<file path="config.mk">
export PLATFORM = sky130hd
export DESIGN_NAME = poly_tone_synth
export DESIGN_NICKNAME = d
export VERILOG_FILES = /design/src/rtl/poly_tone_synth.sv
export SDC_FILE = /design/constraint.sdc
export NUM_CORES = 1
export LEC_CHECK = 0
export CAP_MARGIN = 30
export CELL_PAD_IN_SITES_DETAIL_PLACEMENT = 0
export CELL_PAD_IN_SITES_GLOBAL_PLACEMENT = 2
export CORE_UTILIZATION = 42
export CTS_CLUSTER_DIAMETER = 50
export DETAILED_ROUTE_END_ITERATION = 6
export PLACE_DENSITY = 0.87
export SYNTH_ARGS = -nofsm -noshare
export SYNTH_HDL_FRONTEND = slang
export SYNTH_SLANG_ARGS = --single-unit
export TNS_END_PERCENT = 20
</file>
<file path="constraint.sdc">
create_clock -name clk -period 10.06 [get_ports clk]
set_input_delay 1.006 -clock clk [delete_from_list [all_inputs] [get_ports clk]]
set_output_delay 1.006 -clock clk [all_outputs]
set_load 0.01 [all_outputs]
</file>
<file path="src/rtl/poly_tone_synth.sv">
// poly_tone_synth: CHANNELS square-wave voices swept through one shared datapath per sample tick,
// summed and sent out as a 1-bit sigma-delta buzzer stream. Define RELEASE_EN for per-voice release envelopes.
module poly_tone_synth #(
  parameter int unsigned CHANNELS    = 4,
  parameter int unsigned CLK_HZ      = 100000000,
  parameter int unsigned SAMPLE_DIV  = 1024,
  parameter int unsigned ACC_W       = 24,
  parameter int unsigned VOL_W       = 4,
  parameter int unsigned RELEASE_DIV = 4096
) (
  input  logic                      clk,
  input  logic                      rst,
  input  logic [4*CHANNELS-1:0]     ch_note,
  input  logic [4*CHANNELS-1:0]     ch_octave,
  input  logic [CHANNELS-1:0]       ch_gate,
  input  logic [VOL_W*CHANNELS-1:0] ch_volume,
  output logic                      wave,
  output logic [CHANNELS-1:0]       active
);

  localparam int unsigned SUM_W  = (CHANNELS > 1) ? VOL_W + $clog2(CHANNELS) : VOL_W + 1;
  localparam int unsigned SLOT_W = (CHANNELS > 1) ? $clog2(CHANNELS) : 1;
  localparam int unsigned CNT_W  = $clog2(SAMPLE_DIV);
`ifdef RELEASE_EN
  localparam int unsigned ENV_W  = (RELEASE_DIV > 1) ? $clog2(RELEASE_DIV) : 1;
`endif

  localparam logic [1:0] S_IDLE  = 2'd0;
  localparam logic [1:0] S_SWEEP = 2'd1;
  localparam logic [1:0] S_LATCH = 2'd2;

  if (CHANNELS < 1 || CHANNELS > 16 || SAMPLE_DIV < CHANNELS + 2 ||
      ACC_W < 8 || ACC_W > 28 || RELEASE_DIV < 1) begin : g_param_check
    $error("poly_tone_synth: illegal parameter set");
  end

  // Octave-8 equal-tempered pitches in millihertz, C8..B8 (A8 = 7040 Hz).
  function automatic longint unsigned mhz_of(input int unsigned n);
    longint unsigned f;
    case (n)
      1:       f = 64'd4186009;
      2:       f = 64'd4434922;
      3:       f = 64'd4698636;
      4:       f = 64'd4978032;
      5:       f = 64'd5274041;
      6:       f = 64'd5587652;
      7:       f = 64'd5919911;
      8:       f = 64'd6271927;
      9:       f = 64'd6644875;
      10:      f = 64'd7040000;
      11:      f = 64'd7458620;
      12:      f = 64'd7902133;
      default: f = 64'd0;
    endcase
    return f;
  endfunction

  // Entry n sits at bits [n*ACC_W +: ACC_W]; built top-down by shifting so no variable slicing is needed.
  function automatic logic [16*ACC_W-1:0] build_inc_tab();
    logic [16*ACC_W-1:0] tab;
    longint unsigned     den;
    longint unsigned     num;
    tab = '0;
    den = 64'(CLK_HZ) * 64'd1000;
    for (int n = 15; n >= 0; n--) begin
      num = mhz_of(32'(n)) * (64'd1 << ACC_W) * 64'(SAMPLE_DIV);
      tab = (tab << ACC_W) | (16*ACC_W)'(ACC_W'((num + den / 64'd2) / den));
    end
    return tab;
  endfunction

  localparam logic [16*ACC_W-1:0] INC_TAB = build_inc_tab();

  logic [ACC_W-1:0]  inc_rom  [16];
  logic [3:0]        note_a   [CHANNELS];
  logic [3:0]        oct_a    [CHANNELS];
  logic [VOL_W-1:0]  vol_a    [CHANNELS];

  for (genvar g = 0; g < 16; g++) begin : g_rom
    assign inc_rom[g] = INC_TAB[g*ACC_W +: ACC_W];
  end

  for (genvar g = 0; g < CHANNELS; g++) begin : g_unpack
    assign note_a[g] = ch_note[4*g +: 4];
    assign oct_a[g]  = ch_octave[4*g +: 4];
    assign vol_a[g]  = ch_volume[VOL_W*g +: VOL_W];
  end

  logic [CNT_W-1:0]    cnt_q, cnt_d;
  logic [1:0]          state_q, state_d;
  logic [SLOT_W-1:0]   slot_q, slot_d;
  logic [SUM_W-1:0]    sum_q, sum_d;
  logic [SUM_W-1:0]    mix_q, mix_d;
  logic [SUM_W-1:0]    sd_q, sd_d;
  logic [SUM_W:0]      sd_sum;
  logic                wave_q, wave_d;
  logic [CHANNELS-1:0] active_q, active_d;
  logic [ACC_W-1:0]    acc_q [CHANNELS];
  logic [ACC_W-1:0]    acc_d [CHANNELS];

  logic                tick;
  logic [3:0]          note_s, oct_s;
  logic                gate_s, valid_s, act_new;
  logic [VOL_W-1:0]    vol_s, lvl_new, contrib;
  logic [ACC_W-1:0]    step, acc_new;

`ifdef RELEASE_EN
  logic [VOL_W-1:0]    lvl_q [CHANNELS];
  logic [VOL_W-1:0]    lvl_d [CHANNELS];
  logic [ENV_W-1:0]    env_q [CHANNELS];
  logic [ENV_W-1:0]    env_d [CHANNELS];
  logic [3:0]          hnote_q [CHANNELS];
  logic [3:0]          hnote_d [CHANNELS];
  logic [3:0]          hoct_q [CHANNELS];
  logic [3:0]          hoct_d [CHANNELS];
  logic [CHANNELS-1:0] gate_q, gate_d;
  logic [CHANNELS-1:0] rel_q, rel_d;
  logic [ENV_W-1:0]    env_new;
  logic                rel_new;
  logic [ACC_W-1:0]    step_hold;
`endif

  assign tick   = (cnt_q == CNT_W'(SAMPLE_DIV - 1));
  assign wave   = wave_q;
  assign active = active_q;

  always_comb begin
    cnt_d    = tick ? '0 : cnt_q + CNT_W'(1);
    state_d  = state_q;
    slot_d   = slot_q;
    sum_d    = sum_q;
    mix_d    = mix_q;
    active_d = active_q;
    acc_d    = acc_q;

    sd_sum = {1'b0, sd_q} + {1'b0, mix_q};
    sd_d   = sd_sum[SUM_W-1:0];
    wave_d = sd_sum[SUM_W];

    note_s  = note_a[slot_q];
    oct_s   = oct_a[slot_q];
    gate_s  = ch_gate[slot_q];
    vol_s   = vol_a[slot_q];
    valid_s = gate_s && (note_s >= 4'd1) && (note_s <= 4'd12) && (oct_s <= 4'd8);
    step    = inc_rom[note_s] >> (4'd8 - oct_s);
    acc_new = '0;
    lvl_new = '0;
    act_new = 1'b0;

`ifdef RELEASE_EN
    lvl_d     = lvl_q;
    env_d     = env_q;
    hnote_d   = hnote_q;
    hoct_d    = hoct_q;
    gate_d    = gate_q;
    rel_d     = rel_q;
    env_new   = '0;
    rel_new   = 1'b0;
    step_hold = inc_rom[hnote_q[slot_q]] >> (4'd8 - hoct_q[slot_q]);
    if (valid_s) begin
      acc_new = acc_q[slot_q] + step;
      act_new = 1'b1;
      lvl_new = (!gate_q[slot_q] || !active_q[slot_q] || rel_q[slot_q]) ? vol_s : lvl_q[slot_q];
    end else if (!gate_s && active_q[slot_q] && (lvl_q[slot_q] != '0)) begin
      // Releasing: held pitch keeps running while the level steps down.
      lvl_new = lvl_q[slot_q];
      if (env_q[slot_q] == ENV_W'(RELEASE_DIV - 1)) begin
        lvl_new = lvl_q[slot_q] - VOL_W'(1);
      end else begin
        env_new = env_q[slot_q] + ENV_W'(1);
      end
      if (lvl_new != '0) begin
        acc_new = acc_q[slot_q] + step_hold;
        act_new = 1'b1;
        rel_new = 1'b1;
      end
    end
`else
    if (valid_s) begin
      acc_new = acc_q[slot_q] + step;
      act_new = 1'b1;
      lvl_new = vol_s;
    end
`endif
    contrib = acc_new[ACC_W-1] ? lvl_new : '0;

    case (state_q)
      S_IDLE: begin
        if (tick) begin
          state_d = S_SWEEP;
          slot_d  = '0;
          sum_d   = '0;
        end
      end
      S_SWEEP: begin
        acc_d[slot_q]    = acc_new;
        active_d[slot_q] = act_new;
        sum_d            = sum_q + SUM_W'(contrib);
`ifdef RELEASE_EN
        lvl_d[slot_q]  = lvl_new;
        env_d[slot_q]  = env_new;
        rel_d[slot_q]  = rel_new;
        gate_d[slot_q] = gate_s;
        if (valid_s) begin
          hnote_d[slot_q] = note_s;
          hoct_d[slot_q]  = oct_s;
        end
`endif
        if (slot_q == SLOT_W'(CHANNELS - 1)) begin
          state_d = S_LATCH;
        end else begin
          slot_d = slot_q + SLOT_W'(1);
        end
      end
      S_LATCH: begin
        mix_d   = sum_q;
        state_d = S_IDLE;
      end
      default: state_d = S_IDLE;
    endcase
  end

  always_ff @(posedge clk or posedge rst) begin
    if (rst) begin
      cnt_q    <= '0;
      state_q  <= S_IDLE;
      slot_q   <= '0;
      sum_q    <= '0;
      mix_q    <= '0;
      sd_q     <= '0;
      wave_q   <= 1'b0;
      active_q <= '0;
      acc_q    <= '{default: '0};
`ifdef RELEASE_EN
      lvl_q    <= '{default: '0};
      env_q    <= '{default: '0};
      hnote_q  <= '{default: '0};
      hoct_q   <= '{default: '0};
      gate_q   <= '0;
      rel_q    <= '0;
`endif
    end else begin
      cnt_q    <= cnt_d;
      state_q  <= state_d;
      slot_q   <= slot_d;
      sum_q    <= sum_d;
      mix_q    <= mix_d;
      sd_q     <= sd_d;
      wave_q   <= wave_d;
      active_q <= active_d;
      acc_q    <= acc_d;
`ifdef RELEASE_EN
      lvl_q    <= lvl_d;
      env_q    <= env_d;
      hnote_q  <= hnote_d;
      hoct_q   <= hoct_d;
      gate_q   <= gate_d;
      rel_q    <= rel_d;
`endif
    end
  end

endmodule

</file>
# Word-level counts from Yosys, hierarchy flattened
# Memories as Yosys holds them, arrays and structs flattened.
# Cells that the tools add are included.
# word_totals
regBits	133
rom_bits	384
inputBits	54
output_inout_bits	5
word_cells	82
memories	1
# classes
addsub	6
order_cmp	8
eq_ne	7
n_shift	1
mux	35
bitwise	2
n_reduce_logical	10
# memory_table
name	words	width	read_ports	rd_clocked_by_memory_dff	write_ports	line_no	rtl
(name not given)	16	24	1	0	0	145	step = inc_rom[note_s] >> (4'd8 - oct_s);
# op_table
operator	count
$mux 24	6
$bwmux 96	1
$bmux 24 s2	1
$demux 24 s2	1
$mux 4	8
$add 24x24->24	1
$bmux 4 s2	3
$shr 24x4->24	1
$pmux 6 s2	1
$add 10x1->10 const B	1
$eq 10x10->1 const B	1
$mux 10	1
$le 4x4->1 const B	2
$mux 2	4
$pmux 2 s2	2
$add 6x6->7	1
$add 6x4->6	1
$mux 6	1
$ne 2x2->1 const B	3
$ge 5x5->1 const B	1
$logic_and 1x1->1	5
$not 4->5	1
$bwmux 4	1
$eq 2x2->1 const B	2
other kinds (16)	19

# Logic depth before layout (Yosys ltp)
# depth
ltp_word	14
mapped_depth	31
ltp_nobuf	28

# Worst setup path before layout
# Ideal clock, no wire load.
# synth_path
path_type	input port to flip-flop
start	input ch_note[12]
end	register sum_q[5]
setup_time_ns	0.121
arrival_time_ns	6.529
t_required_ns	9.939
path_slack_ns	3.410
path_stages	28
path_buffers	2
path_cell_list	mux4_2 buf_2 inv_1 ha_1 clkbuf_1 mux2i_1 mux4_2 nor3_1 a31oi_1 o211ai_1 o21ai_0 ha_1 and3_1 nand4_1 a21o_1 a21oi_1 nor3_1 a221o_1 or3_1 a21oi_1 ha_1 a21o_1 a21oi_1 nor2b_1 o21ai_0 nor3_1 a21o_1 a22o_1
# synth_between
elab_chain_cells	13
word_cells_on_any_way	19
cone_classes	add/sub (2); order compare (2); shift (1); mux (9); bitwise (1); reduce/logical (3); memory (1)
# synth_lines
element	line_no	rtl
start, declared	13	input logic [4*CHANNELS-1:0] ch_note,
$bmux 4 s2 (*)	140	note_s = note_a[slot_q];
$mux 4 (implied by the code) (*) (2 in a row)	140	
$not 4->5 (implied by the code)	145	
$mem_v2 16x24	-	
$mux 24 (implied by the code) (2 in a row)	145	
$shr 24x4->24	145	
$add 24x24->24	180	acc_new = acc_q[slot_q] + step;
$mux 24	179	if (valid_s) begin
$mux 4 (*)	185	contrib = acc_new[ACC_W-1] ? lvl_new : '0;
$add 6x4->6 (*)	198	sum_d = sum_q + SUM_W'(contrib);
$pmux 6 s2 (*)	187	case (state_q)
end signal, assigned	246	sum_q <= sum_d;
end, declared	92	logic [SUM_W-1:0] sum_q, sum_d;
# Mark *: on every way between the ends. The rest lies on a longest branch, timed or not. The select of a mux whose other input is x is not followed.
# A chain may end at the register's enable or synchronous reset.

# Worst setup path in the final report
# layout_path
start	input ch_octave[4]
end	register sum_q[5]
# layout_between
elab_chain_cells	10
word_cells_on_any_way	13
cone_classes	add/sub (3); order compare (1); shift (1); mux (7); reduce/logical (1)
# layout_lines
element	line_no	rtl
start, declared	14	input logic [4*CHANNELS-1:0] ch_octave,
$bmux 4 s2 (*)	141	oct_s = oct_a[slot_q];
$mux 4 (implied by the code) (*) (2 in a row)	141	
$sub 4x4->4	145	
$shr 24x4->24	145	
$add 24x24->24	180	
$mux 24	179	
$mux 4 (*)	185	
$add 6x4->6 (*)	198	
$pmux 6 s2 (*)	187	
# Marked as above.

==> run metrics <==
Vias per Instance=5.62; Final ANT Viol Nets=0; capture point of the critical path=sum_q[5]$_DFFE_PP0P_; Syn Nets=1030; Detail Placement HPWL=~15000 microns; Iteration-0 DRC Markers=451; Setup Skew=~0.013 ns; clock buffer depth=2; Clock power frac=42.4%; DRC viols=0; Seq cells post-synth=133; final setup fails=0; most common cell after layout, fill and taps aside=nand2_1; global route overflow=0; Setup WS post-layout=between 2 and 3 ns; Clock Latency Late Sink=0.43 ns; area share of the largest cell type after synthesis=37.1%; DR vias=~7000; path type of the worst setup path=in2reg; GRT Overall Usage=a little over a fifth; I/O pin total=59; CP max-delay cell=or3_1; Post-synth ARST share=100%; leading area contributor after synthesis=dfrtp_1; Post-Synthesis Cells=between 900 and 1000; critical hold path startpoint=sd_q[0]$_DFF_PP0_; reg2reg start=slot_q[0]$_DFFE_PP0P_; utilization after layout=49.2%; required time of the worst setup path=roughly 10 ns; Die Ht=148 microns; Ys Warns=0; GR peak layer=met2; Pwr Total=1.51 mW; CTS root buf=clkbuf_16; fraction of power consumed by sequential logic=between 30% and 40%; Sw Pwr=0.482 mW; pin count of the biggest net entering global routing=70; Die X=between 100 and 150 microns; synth top area cells=dfrtp_1 37%, mux4_2 10%, nand2_1 6.5%; RSZ-0062 raised after global routing=false; Post-CTS Setup Repair Bufs=0; syn avg cell area=about 9.7 sq um; Int Pwr=1.02 mW; DP Worst Slack=2.20 ns; worst slew pin tran=between 0.8 and 0.9 ns; IO Port Bufs=58; # rows=53; routability cong.=0.849; first-pass GRT wire length=37700 microns; DP Area=9750 sq um; starting density of the core=42.7%; met1 usage=30.7%; drt pass-1 iters=7; Hold WC Path Type=reg2reg; vias in the first global route=7122; initial antenna violation count=0; Peak VDD IR=about 0.12 mV; routing usage on met2=between 30% and 40%; CTS Buf Count=17; core area=21000 sq um; Gates resized, CTS repair=0; Critical Path Sink Type=flip-flop; final worst path period need=7.40 ns; reg2reg setup slack=3.06 ns; layout cells sized above 1=between 10% and 20%; # hold bufs at CTS=0; endpoints failing hold=0; Final Slew Violations=0; Netlist cell types=65; Pleak=roughly 4.5 nW; Tcrit/Tclk final=approximately three quarters; max cap viols=0; Routed wire per std cell=17.9 microns; power per cell area=146 nW/um^2; outcome=finished, final reports clean; WL final=around 22000 microns; Synth Cell Area=roughly 9000 sq um; H-Tree Depth=4; Worst Path Arrival=7.73 ns; Slew HR=40.5%; startpoint types=input pin; M3 GR Usage=3.31%; final net count=1067; capture point of the worst reg-to-reg path=sum_q[5]$_DFFE_PP0P_; CP startpoint=ch_octave[4]; Max Fanout on Critical Path=31; die area=22000 sq um; Setup TNS=0 ns; Clock Sink Count=roughly 130; Sw Ratio=roughly a third; R2R depth=30; largest stage delay on the critical path=0.44 ns; CTS tree=done; Main synth FF type=dfrtp_1; Area growth syn-to-layout=15.3%; Seq/Total Area, Yosys=~37%; Gate power share=22.0%; commonest cells after routing, fill and taps aside=155 x nand2_1, 131 x dfrtp_1, 91 x o21ai_0; Final Instance Area=10300 sq um; Post-synth EDFFs=0; Clock transition at path regs=0.07 ns; max frequency=135 MHz; antenna cell count=0
[how the worst min path moves through the flow]
| stage | to | slack (ns) | cells past startpoint |
|---|---|---|---|
| 6_report | sd_q[0]$_DFF_PP0_ | 0.47 | 1 |
| 5_1_grt | sd_q[0]$_DFF_PP0_ | 0.48 | 1 |
| 4_1_cts | cnt_q[6]$_DFF_PP0_ | 0.47 | 1 |
| 3_5_place_dp | cnt_q[6]$_DFF_PP0_ | 0.46 | 1 |
| 3_3_place_gp | cnt_q[6]$_DFF_PP0_ | 0.45 | 1 |
| 2_1_floorplan | cnt_q[6]$_DFF_PP0_ | 0.44 | 1 |
[metrics by stage]
stage,cells,hold slack (ns)
4_1_cts,1252,0.471
5_1_grt,1252,0.484
3_3_place_gp,1220,0.454
2_1_floorplan,927,0.438
6_report,1252,0.468
3_5_place_dp,1220,0.458
[Yosys cell counts, drive strengths merged, types with 6 or more instances]
library cell,n
mux2,14
nor3,13
nand2,155
ha,46
xor2,19
a21oi,52
xnor2,20
nand3,16
a221o,6
clkbuf,32
dfrtp,133
a31oi,7
inv,28
and2,6
nand2b,7
a21o,22
nor2b,10
buf,23
mux2i,24
o31ai,26
o21ai,97
a211oi,9
mux4,42
a22o,15
nor2,44
[sequential cells by signal, indices dropped and copies added (netlist names)]
signal,flops
acc_q,96
active,4
cnt_q,10
mix_q,6
sd_q,6
slot_q,2
state_q,2
sum_q,6
wave,1
[power by group through the flow]
stage	logic (mW)	registers [mW]	clock network [mW]
global placement	0.332	0.545	0
floorplan	0.241	0.545	0
detailed placement	0.328	0.545	0
CTS	0.330	0.535	0.652
global route	0.372	0.535	0.673
finish	0.332	0.535	0.639
[cell families (layout without fill, tap and decap cells)]
family,Yosys count,in the layout,share of synthesized area (%)
and+or+nand+nor,268,268,12.9
buffers and inverters,84,134,4.26
DFF,133,133,37.1
AOI/OAI and AO/OA,274,274,19.6
xor gates and xnor gates,39,39,3.89
adders and majority gates,49,49,7.08
muxes,80,80,15.2
[layer usage]
metal,share of wire [%],up-vias
li1,-,3467
met1,49,3469
met2,48,80
met3,2.5,18
met4,1.1,0
met5,0,-
[layout make-up]
type | instances | area (sq um)
clock buffers | 17 | 425
multi-input cells | 710 | 5270
flip-flops and latches | 133 | 3330
well taps | 275 | 344
repair buffers | 73 | 693
inverters | 29 | 111
clock inverters | 15 | 178
fillers | 1972 | 10700
[worst max-delay path, delay by kind of cell]
| kind | cells | cell delay (ns) |
|---|---|---|
| and+or+nand+nor | 7 | 1.13 |
| AOI/OAI and AO/OA | 13 | 2.66 |
| muxes | 3 | 0.82 |
| adders and majority gates | 3 | 0.84 |
| buffers and inverters | 5 | 1.22 |
(Power assumes the default switching activity.)
